===== src/rtl/sdram_port_arbiter.sv =====
// sdram_port_arbiter
// Shares the single SDRAM Avalon-MM master among three requesters:
//   port 0 = VGA pixel reader, port 1 = video-in frame writer, port 2 = edge detector.
// Round-robin grant with a bounded hold, combinational master mux from the grant
// register, and an owner-tag FIFO that routes each pipelined readdatavalid back
// to the port that issued the read.
// Build option: define VGA_PRIORITY_EN to let port 0 preempt any other owner and
// exempt it from the hold limit; ports 1 and 2 then rotate between themselves.

module sdram_port_arbiter #(
    parameter int ADDR_W      = 32,
    parameter int DATA_W      = 16,
    parameter int MAX_PENDING = 8,
    parameter int HOLD_MAX    = 16
) (
    input  logic                          clk,
    input  logic                          reset,
    // requester side
    input  logic [3*ADDR_W-1:0]           s_address,
    input  logic [2:0]                    s_read,
    input  logic [2:0]                    s_write,
    input  logic [3*DATA_W-1:0]           s_writedata,
    output logic [2:0]                    s_waitrequest,
    output logic [DATA_W-1:0]             s_readdata,
    output logic [2:0]                    s_readdatavalid,
    // master side
    output logic [ADDR_W-1:0]             m_address,
    output logic                          m_read,
    output logic                          m_write,
    output logic [DATA_W-1:0]             m_writedata,
    input  logic                          m_waitrequest,
    input  logic                          m_readdatavalid,
    input  logic [DATA_W-1:0]             m_readdata,
    // status
    output logic                          grant_valid,
    output logic [1:0]                    grant_owner,
    output logic [$clog2(MAX_PENDING):0]  pending_count,
    output logic                          err_orphan
);

    localparam int              PW        = $clog2(MAX_PENDING);
    localparam int              HW        = $clog2(HOLD_MAX + 1);
    localparam logic [PW:0]     FULL_CNT  = (PW+1)'(MAX_PENDING);
    localparam logic [HW-1:0]   HOLD_LAST = HW'(HOLD_MAX - 1);

    // grant register
    logic               r_grant_valid;
    logic [1:0]         r_owner;
    logic [1:0]         r_last_owner;
    logic [HW-1:0]      r_hold_cnt;
    logic               w_grant_valid_n;
    logic [1:0]         w_owner_n;
    logic [1:0]         w_last_owner_n;
    logic [HW-1:0]      w_hold_cnt_n;

    // tag FIFO
    logic [1:0]         r_tags [MAX_PENDING];
    logic [PW-1:0]      r_wptr;
    logic [PW-1:0]      r_rptr;
    logic [PW:0]        r_count;
    logic               r_err_orphan;

    // combinational helpers
    logic [2:0]         w_req;
    logic [2:0]         w_own_sel;
    logic [ADDR_W-1:0]  w_own_addr;
    logic [DATA_W-1:0]  w_own_wdata;
    logic               w_own_rd;
    logic               w_own_wr;
    logic               w_own_req;
    logic               w_others;
    logic               w_fifo_full;
    logic               w_xfer;
    logic               w_push;
    logic               w_pop;
    logic               w_hold_rel;
    logic               w_release;
    logic               w_rr_any;
    logic [1:0]         w_rr_pick;
    logic [1:0]         w_pick;
    logic [1:0]         w_head;

    // A port requests on either strobe; write wins when both are high.
    assign w_req = s_read | s_write;

    // Decode the current owner and fetch its address / write data.
    always_comb begin
        w_own_sel   = 3'b000;
        w_own_addr  = '0;
        w_own_wdata = '0;
        for (int i = 0; i < 3; i++) begin
            if (r_owner == 2'(i)) begin
                w_own_sel[i] = 1'b1;
                w_own_addr   = s_address[i*ADDR_W +: ADDR_W];
                w_own_wdata  = s_writedata[i*DATA_W +: DATA_W];
            end
        end
    end

    assign w_own_wr  = |(w_own_sel & s_write);
    assign w_own_rd  = |(w_own_sel & s_read & ~s_write);
    assign w_own_req = |(w_own_sel & w_req);
    assign w_others  = |(~w_own_sel & w_req);

    // A return arriving this cycle frees a slot, so a full FIFO can still accept.
    assign w_fifo_full = (r_count == FULL_CNT) & ~m_readdatavalid;

    // Master request mux.
    assign m_address   = w_own_addr;
    assign m_writedata = w_own_wdata;
    assign m_write     = r_grant_valid & w_own_wr;
    assign m_read      = r_grant_valid & w_own_rd & ~w_fifo_full;

    assign w_xfer = (m_read | m_write) & ~m_waitrequest;
    assign w_push = m_read & ~m_waitrequest;
    assign w_pop  = m_readdatavalid & (r_count != '0);

    // Per-port stall: only the owner sees the master's waitrequest.
    always_comb begin
        s_waitrequest = 3'b111;
        for (int i = 0; i < 3; i++) begin
            if (r_grant_valid && w_own_sel[i])
                s_waitrequest[i] = m_waitrequest | (w_own_rd & w_fifo_full);
        end
    end

    // Round-robin scan last_owner+1, +2, +3; descending loop leaves the first hit.
    always_comb begin
        w_rr_any  = |w_req;
        w_rr_pick = 2'd0;
        for (int k = 3; k >= 1; k--) begin
            if (w_req[(int'(r_last_owner) + k) % 3])
                w_rr_pick = 2'((int'(r_last_owner) + k) % 3);
        end
    end

`ifdef VGA_PRIORITY_EN
    // Port 0 always wins a decision and bumps any other owner at the next edge;
    // it is never hold-released.
    assign w_pick     = w_req[0] ? 2'd0 : w_rr_pick;
    assign w_hold_rel = w_xfer & (r_hold_cnt == HOLD_LAST) & w_others & (r_owner != 2'd0);
    assign w_release  = r_grant_valid &
                        (~w_own_req | w_hold_rel | (w_req[0] & (r_owner != 2'd0)));
`else
    assign w_pick     = w_rr_pick;
    assign w_hold_rel = w_xfer & (r_hold_cnt == HOLD_LAST) & w_others;
    assign w_release  = r_grant_valid & (~w_own_req | w_hold_rel);
`endif

    // Next grant: re-arbitrate on release or when idle, otherwise count transfers.
    always_comb begin
        w_grant_valid_n = r_grant_valid;
        w_owner_n       = r_owner;
        w_last_owner_n  = r_last_owner;
        w_hold_cnt_n    = r_hold_cnt;
        if (!r_grant_valid || w_release) begin
            w_hold_cnt_n = '0;
            if (w_rr_any) begin
                w_grant_valid_n = 1'b1;
                w_owner_n       = w_pick;
                w_last_owner_n  = w_pick;
            end else begin
                w_grant_valid_n = 1'b0;
            end
        end else if (w_xfer && (r_hold_cnt != HOLD_LAST)) begin
            // saturates so a late-arriving waiter is served on the next transfer
            w_hold_cnt_n = r_hold_cnt + 1'b1;
        end
    end

    // Grant register; last_owner=2 out of reset so port 0 wins first.
    always_ff @(posedge clk or posedge reset) begin
        if (reset) begin
            r_grant_valid <= 1'b0;
            r_owner       <= 2'd0;
            r_last_owner  <= 2'd2;
            r_hold_cnt    <= '0;
        end else begin
            r_grant_valid <= w_grant_valid_n;
            r_owner       <= w_owner_n;
            r_last_owner  <= w_last_owner_n;
            r_hold_cnt    <= w_hold_cnt_n;
        end
    end

    // Tag storage: owner id of each accepted read, no reset needed.
    always_ff @(posedge clk) begin
        if (w_push) r_tags[r_wptr] <= r_owner;
    end

    // Tag FIFO pointers, occupancy and sticky orphan-return flag.
    always_ff @(posedge clk or posedge reset) begin
        if (reset) begin
            r_wptr       <= '0;
            r_rptr       <= '0;
            r_count      <= '0;
            r_err_orphan <= 1'b0;
        end else begin
            if (w_push) r_wptr <= r_wptr + 1'b1;
            if (w_pop)  r_rptr <= r_rptr + 1'b1;
            case ({w_push, w_pop})
                2'b10:   r_count <= r_count + 1'b1;
                2'b01:   r_count <= r_count - 1'b1;
                default: r_count <= r_count;
            endcase
            if (m_readdatavalid && (r_count == '0)) r_err_orphan <= 1'b1;
        end
    end

    assign w_head = r_tags[r_rptr];

    // Route read data to the port at the FIFO head in the same cycle.
    always_comb begin
        s_readdatavalid = 3'b000;
        for (int i = 0; i < 3; i++) begin
            if (w_pop && (w_head == 2'(i))) s_readdatavalid[i] = 1'b1;
        end
    end

    assign s_readdata    = m_readdata;
    assign grant_valid   = r_grant_valid;
    assign grant_owner   = r_owner;
    assign pending_count = r_count;
    assign err_orphan    = r_err_orphan;

endmodule


===== config.mk =====
export PLATFORM = sky130hd
export DESIGN_NAME = sdram_port_arbiter
export DESIGN_NICKNAME = d
export VERILOG_FILES = /design/src/rtl/sdram_port_arbiter.sv
export SDC_FILE = /design/constraint.sdc
export NUM_CORES = 1
export LEC_CHECK = 0
export ABC_AREA = 1
export CORE_AREA = 5 5 94 96
export DETAILED_ROUTE_END_ITERATION = 12
export DIE_AREA = 0 0 99 101
export DONT_BUFFER_PORTS = 1
export MAX_ROUTING_LAYER = met4
export RECOVER_POWER = 50
export SLEW_MARGIN = 15
export SYNTH_ARGS = -nofsm -noshare
export SYNTH_HDL_FRONTEND = slang
export SYNTH_SLANG_ARGS = --single-unit

===== constraint.sdc =====
create_clock -name clk -period 2.6 [get_ports clk]
set_clock_uncertainty 0.15 [all_clocks]
set_input_delay 0.52 -clock clk [delete_from_list [all_inputs] [get_ports clk]]
set_output_delay 0.52 -clock clk [all_outputs]
set_load 0.01 [all_outputs]

==> results.md <==
- FILL cells: 850
- Total chip power: 3490 uW
- Post-Syn Area: 3050 sq um
- Arr. time, crit path: 1.75 ns
- Post-placement cell count: about 560
- First drt pass iteration count: 4
- Initial core utilization: 0.383
- Clock Power Share: 0.111
- Sequential-to-total area share from yosys stat: 0.322
- Final number of max-transition violations: 0
- Worst path most repeated cell: sky130_fd_sc_hd__o21ai_0
- Min Clock Period, post-route: 2.42 ns
- Share of the core filled with cells: 0.393
- Actual transition at the worst max-transition pin: 0.834 ns
- Non-filler instance count after layout: 572
- Number of endpoints failing setup at the final stage: 0
- Kind of capture point of the worst setup path: primary output
- Antenna violations before repair: 1
- Cell with the largest stage delay on the worst path: sky130_fd_sc_hd__dfrtp_2
- Worst hold margin: 0.130 ns
- Largest fanout of any net on the critical path: 10
- Clock root buffer: sky130_fd_sc_hd__clkbuf_8
- Max clock buf depth: 2
- Net switching share of the total power: 0.547
- Syn nets: 664
- Total wire length: 9.90 mm
- Worst-case headroom to the max-slew limit: 0.443
- Run status: completed
- Max-cap viol count: 0
- Sinks on the clock net: 36
- Via count of the first global-routing pass: 2913
- Cell variety after synth: 31
- Internal power: 1580 uW
- Startpoint types: flip-flop
- Residual DRC: 0
- Maximum clock rate: 413 MHz
- Die footprint: 10000 sq um
- Detailed-route wire length per cell: 17.3 um
- Endpoints failing hold: 0
- Clock slew seen by the registers of the worst setup and hold paths: 0.07 ns
- Residual antenna-violating net count after detailed routing: 0
- Commonest cells after routing, fill and taps aside: 216 x sky130_fd_sc_hd__nand2_1, 69 x sky130_fd_sc_hd__nand3_1, 34 x sky130_fd_sc_hd__inv_1
- Avg Synthesized Cell Area: 6.29 sq um
- Global route overflow: 0
- Comb power frac: 0.616
- Post-synthesis cell count: around 490
- Count of input and output buffers: 0
- Crit path kind: reg2out
- Clock insertion delay at the later pin of the skew report: 0.29 ns
- Post-Route Setup TNS: 0 ns
- CTS HTree Levels: 2
- TritonCTS buffer count: 5
- Synth-to-layout area growth: 2.66%
- Cells along the critical path: clkinvlp_4 -> o21ai_0 -> o21ai_0 -> o21ai_0 -> nand2_1 -> a21oi_1
- Ports: 250
- Die Span X: approximately 99 um
- Capture instance of the worst register-to-register path: pending_count[3]$_DFFE_PP0P_
- RD Place Congestion: 0.900
- TritonCTS clock tree: done
- Leakage power: 0.00147 uW
- Number of cells traversed by the worst register-to-register path: 10
- Vias/cell: around 5.4
- Net Switching: about 1900 uW
- FF-to-FF setup slack: 0.27 ns
- Synthesis warning total: 0
- GRT Total Usage: 0.195
- DRT iter0 DRCs: 123
- Most common cell after layout, fill and taps aside: sky130_fd_sc_hd__nand2_1
- Y dimension of the die: 101 um
- Path category of the worst min-delay check: in2async
- Worst path required time: 1.93 ns
- Post-layout nets: 644
- Total number of placement rows: 33
- Core box area: 7970 sq um
- Proportion of power drawn by flip-flops and latches: 0.273
- Maximum number of pins on one net before global-route repair: 52
- Highest ir drop seen on vdd: between 400 and 500 uV
- Max incr delay on CP: 0.46 ns
- Via count: just over 3000
- First-pass GRT wire length: 15.0 mm
- Final HPWL from detailed placement: 8.30 mm
- Start of the worst register-to-register path: pending_count[1]$_DFFE_PP0P_
- Pwr/cell area: 1110 nW/um^2
- Final Cycle Share: 0.932
- Share of cells above drive strength 1: 0.0494
- FF+latch count, synth: 36
per-layer routing:
layer / up-vias / track usage / part of all wire
met5: - / - / 0
met4: 0 / 0.0504 / 0.018
met3: 15 / 0.0893 / 0.13
met2: 171 / 0.292 / 0.46
met1: 1409 / 0.239 / 0.40
li1: 1493 / - / -
flip-flops by register name (all words and copies together), names as in the netlist:
register       flops
r_last_owner       1
r_tags            16
r_rptr             3
r_wptr             3
grant_owner        2
err_orphan         1
grant_valid        1
pending_count      4
r_hold_cnt         5
cell type report:
class	instances	area, sq um	area share
multi-input cells	377	1740	0.554
clock buffers	6	72.6	0.0232
clock inverters	2	11.3	0.00359
flip-flops and latches	36	983	0.314
diodes	1	2.50	0.000798
well taps	105	131	0.0419
inverters	38	146	0.0467
repair buffers	7	48.8	0.0156
stage by stage:
step | setup WS (ns) | cell area, sq um
floorplan | 0.231 | 3050
global placement | 0.331 | 3050
detailed placement | 0.291 | 3050
CTS | 0.0459 | 3140
global route | -0.00573 | 3130
finish | 0.177 | 3130
cell families (layout without fill, tap and decap cells):
group / after synthesis / after routing / share of synthesized area
mux: 1 / 1 / 0.00369
compound gates: 29 / 29 / 0.0525
buf+inv: 72 / 53 / 0.111
simple gates: 330 / 330 / 0.452
xor+xnor: 8 / 8 / 0.0230
other cells: 0 / 1 / 0
flops: 36 / 36 / 0.322
fa+ha+maj: 9 / 9 / 0.0369
critical path, delay by kind of cell, from the launching register on:
kind	cells	cell delay, ns
flip-flops	1	0.46
AO/OA/AOI/OAI	4	0.71
AND/OR/NAND/NOR	1	0.10
buffers and inverters	1	0.20
synth_stat cells:
cell,n,share of area
sky130_fd_sc_hd__nor2_2,1,0.0021
sky130_fd_sc_hd__nor3_2,1,0.0033
sky130_fd_sc_hd__o21bai_1,1,0.0025
sky130_fd_sc_hd__o21ai_0,17,0.028
sky130_fd_sc_hd__nand3b_1,1,0.0025
sky130_fd_sc_hd__edfxtp_1,16,0.16
sky130_fd_sc_hd__a211oi_1,1,0.0025
sky130_fd_sc_hd__nand2_1,215,0.26
sky130_fd_sc_hd__nor2_1,33,0.041
sky130_fd_sc_hd__inv_1,33,0.041
sky130_fd_sc_hd__a21oi_1,6,0.0098
sky130_fd_sc_hd__inv_2,4,0.0049
sky130_fd_sc_hd__or2_1,1,0.0021
sky130_fd_sc_hd__nand2_2,1,0.0021
sky130_fd_sc_hd__buf_2,3,0.0049
sky130_fd_sc_hd__xnor2_1,1,0.0029
sky130_fd_sc_hd__xor2_1,7,0.020
sky130_fd_sc_hd__mux2_2,1,0.0037
sky130_fd_sc_hd__nor3_1,3,0.0049
sky130_fd_sc_hd__nand4_1,2,0.0041
sky130_fd_sc_hd__clkinv_1,1,0.0012
sky130_fd_sc_hd__buf_4,17,0.042
sky130_fd_sc_hd__clkbuf_1,14,0.017
sky130_fd_sc_hd__nand2_4,1,0.0037
sky130_fd_sc_hd__nand3_1,69,0.11
sky130_fd_sc_hd__nand3_4,1,0.0057
sky130_fd_sc_hd__nand3_2,1,0.0033
sky130_fd_sc_hd__o211ai_1,4,0.0098
sky130_fd_sc_hd__dfrtp_1,19,0.16
sky130_fd_sc_hd__dfstp_2,1,0.0086
sky130_fd_sc_hd__ha_1,9,0.037
worst max path at each step:
stage | from | to | slack (ns) | depth (start not counted)
2_1_floorplan | grant_owner[1]$_DFFE_PP0P_ | pending_count[2]$_DFFE_PP0P_ | 0.23 | 10
4_1_cts | r_rptr[0]$_DFFE_PP0P_ | s_readdatavalid[1] | 0.05 | 6
6_report | r_rptr[0]$_DFFE_PP0P_ | s_readdatavalid[1] | 0.18 | 6
5_1_grt | r_rptr[0]$_DFFE_PP0P_ | s_readdatavalid[2] | -0.006 | 6
3_3_place_gp | pending_count[1]$_DFFE_PP0P_ | pending_count[2]$_DFFE_PP0P_ | 0.33 | 10
3_5_place_dp | pending_count[1]$_DFFE_PP0P_ | pending_count[3]$_DFFE_PP0P_ | 0.29 | 10
what timing repair did:
item,CTS,global route
endpoints found under the setup margin,0,7
setup buffers,0,0
gates resized for setup,0,4
hold endpoints to repair,0,0
hold buffers,0,0
power by group through the flow:
stage | combinational (uW) | clock [uW] | sequential, uW
after floorplan | 1770 | 0 | 909
after global placement | 2130 | 0 | 954
after detailed placement | 2180 | 0 | 960
after CTS | 2180 | 402 | 948
after global routing | 2470 | 427 | 977
final | 2150 | 387 | 955
(Power assumes the default switching activity.)
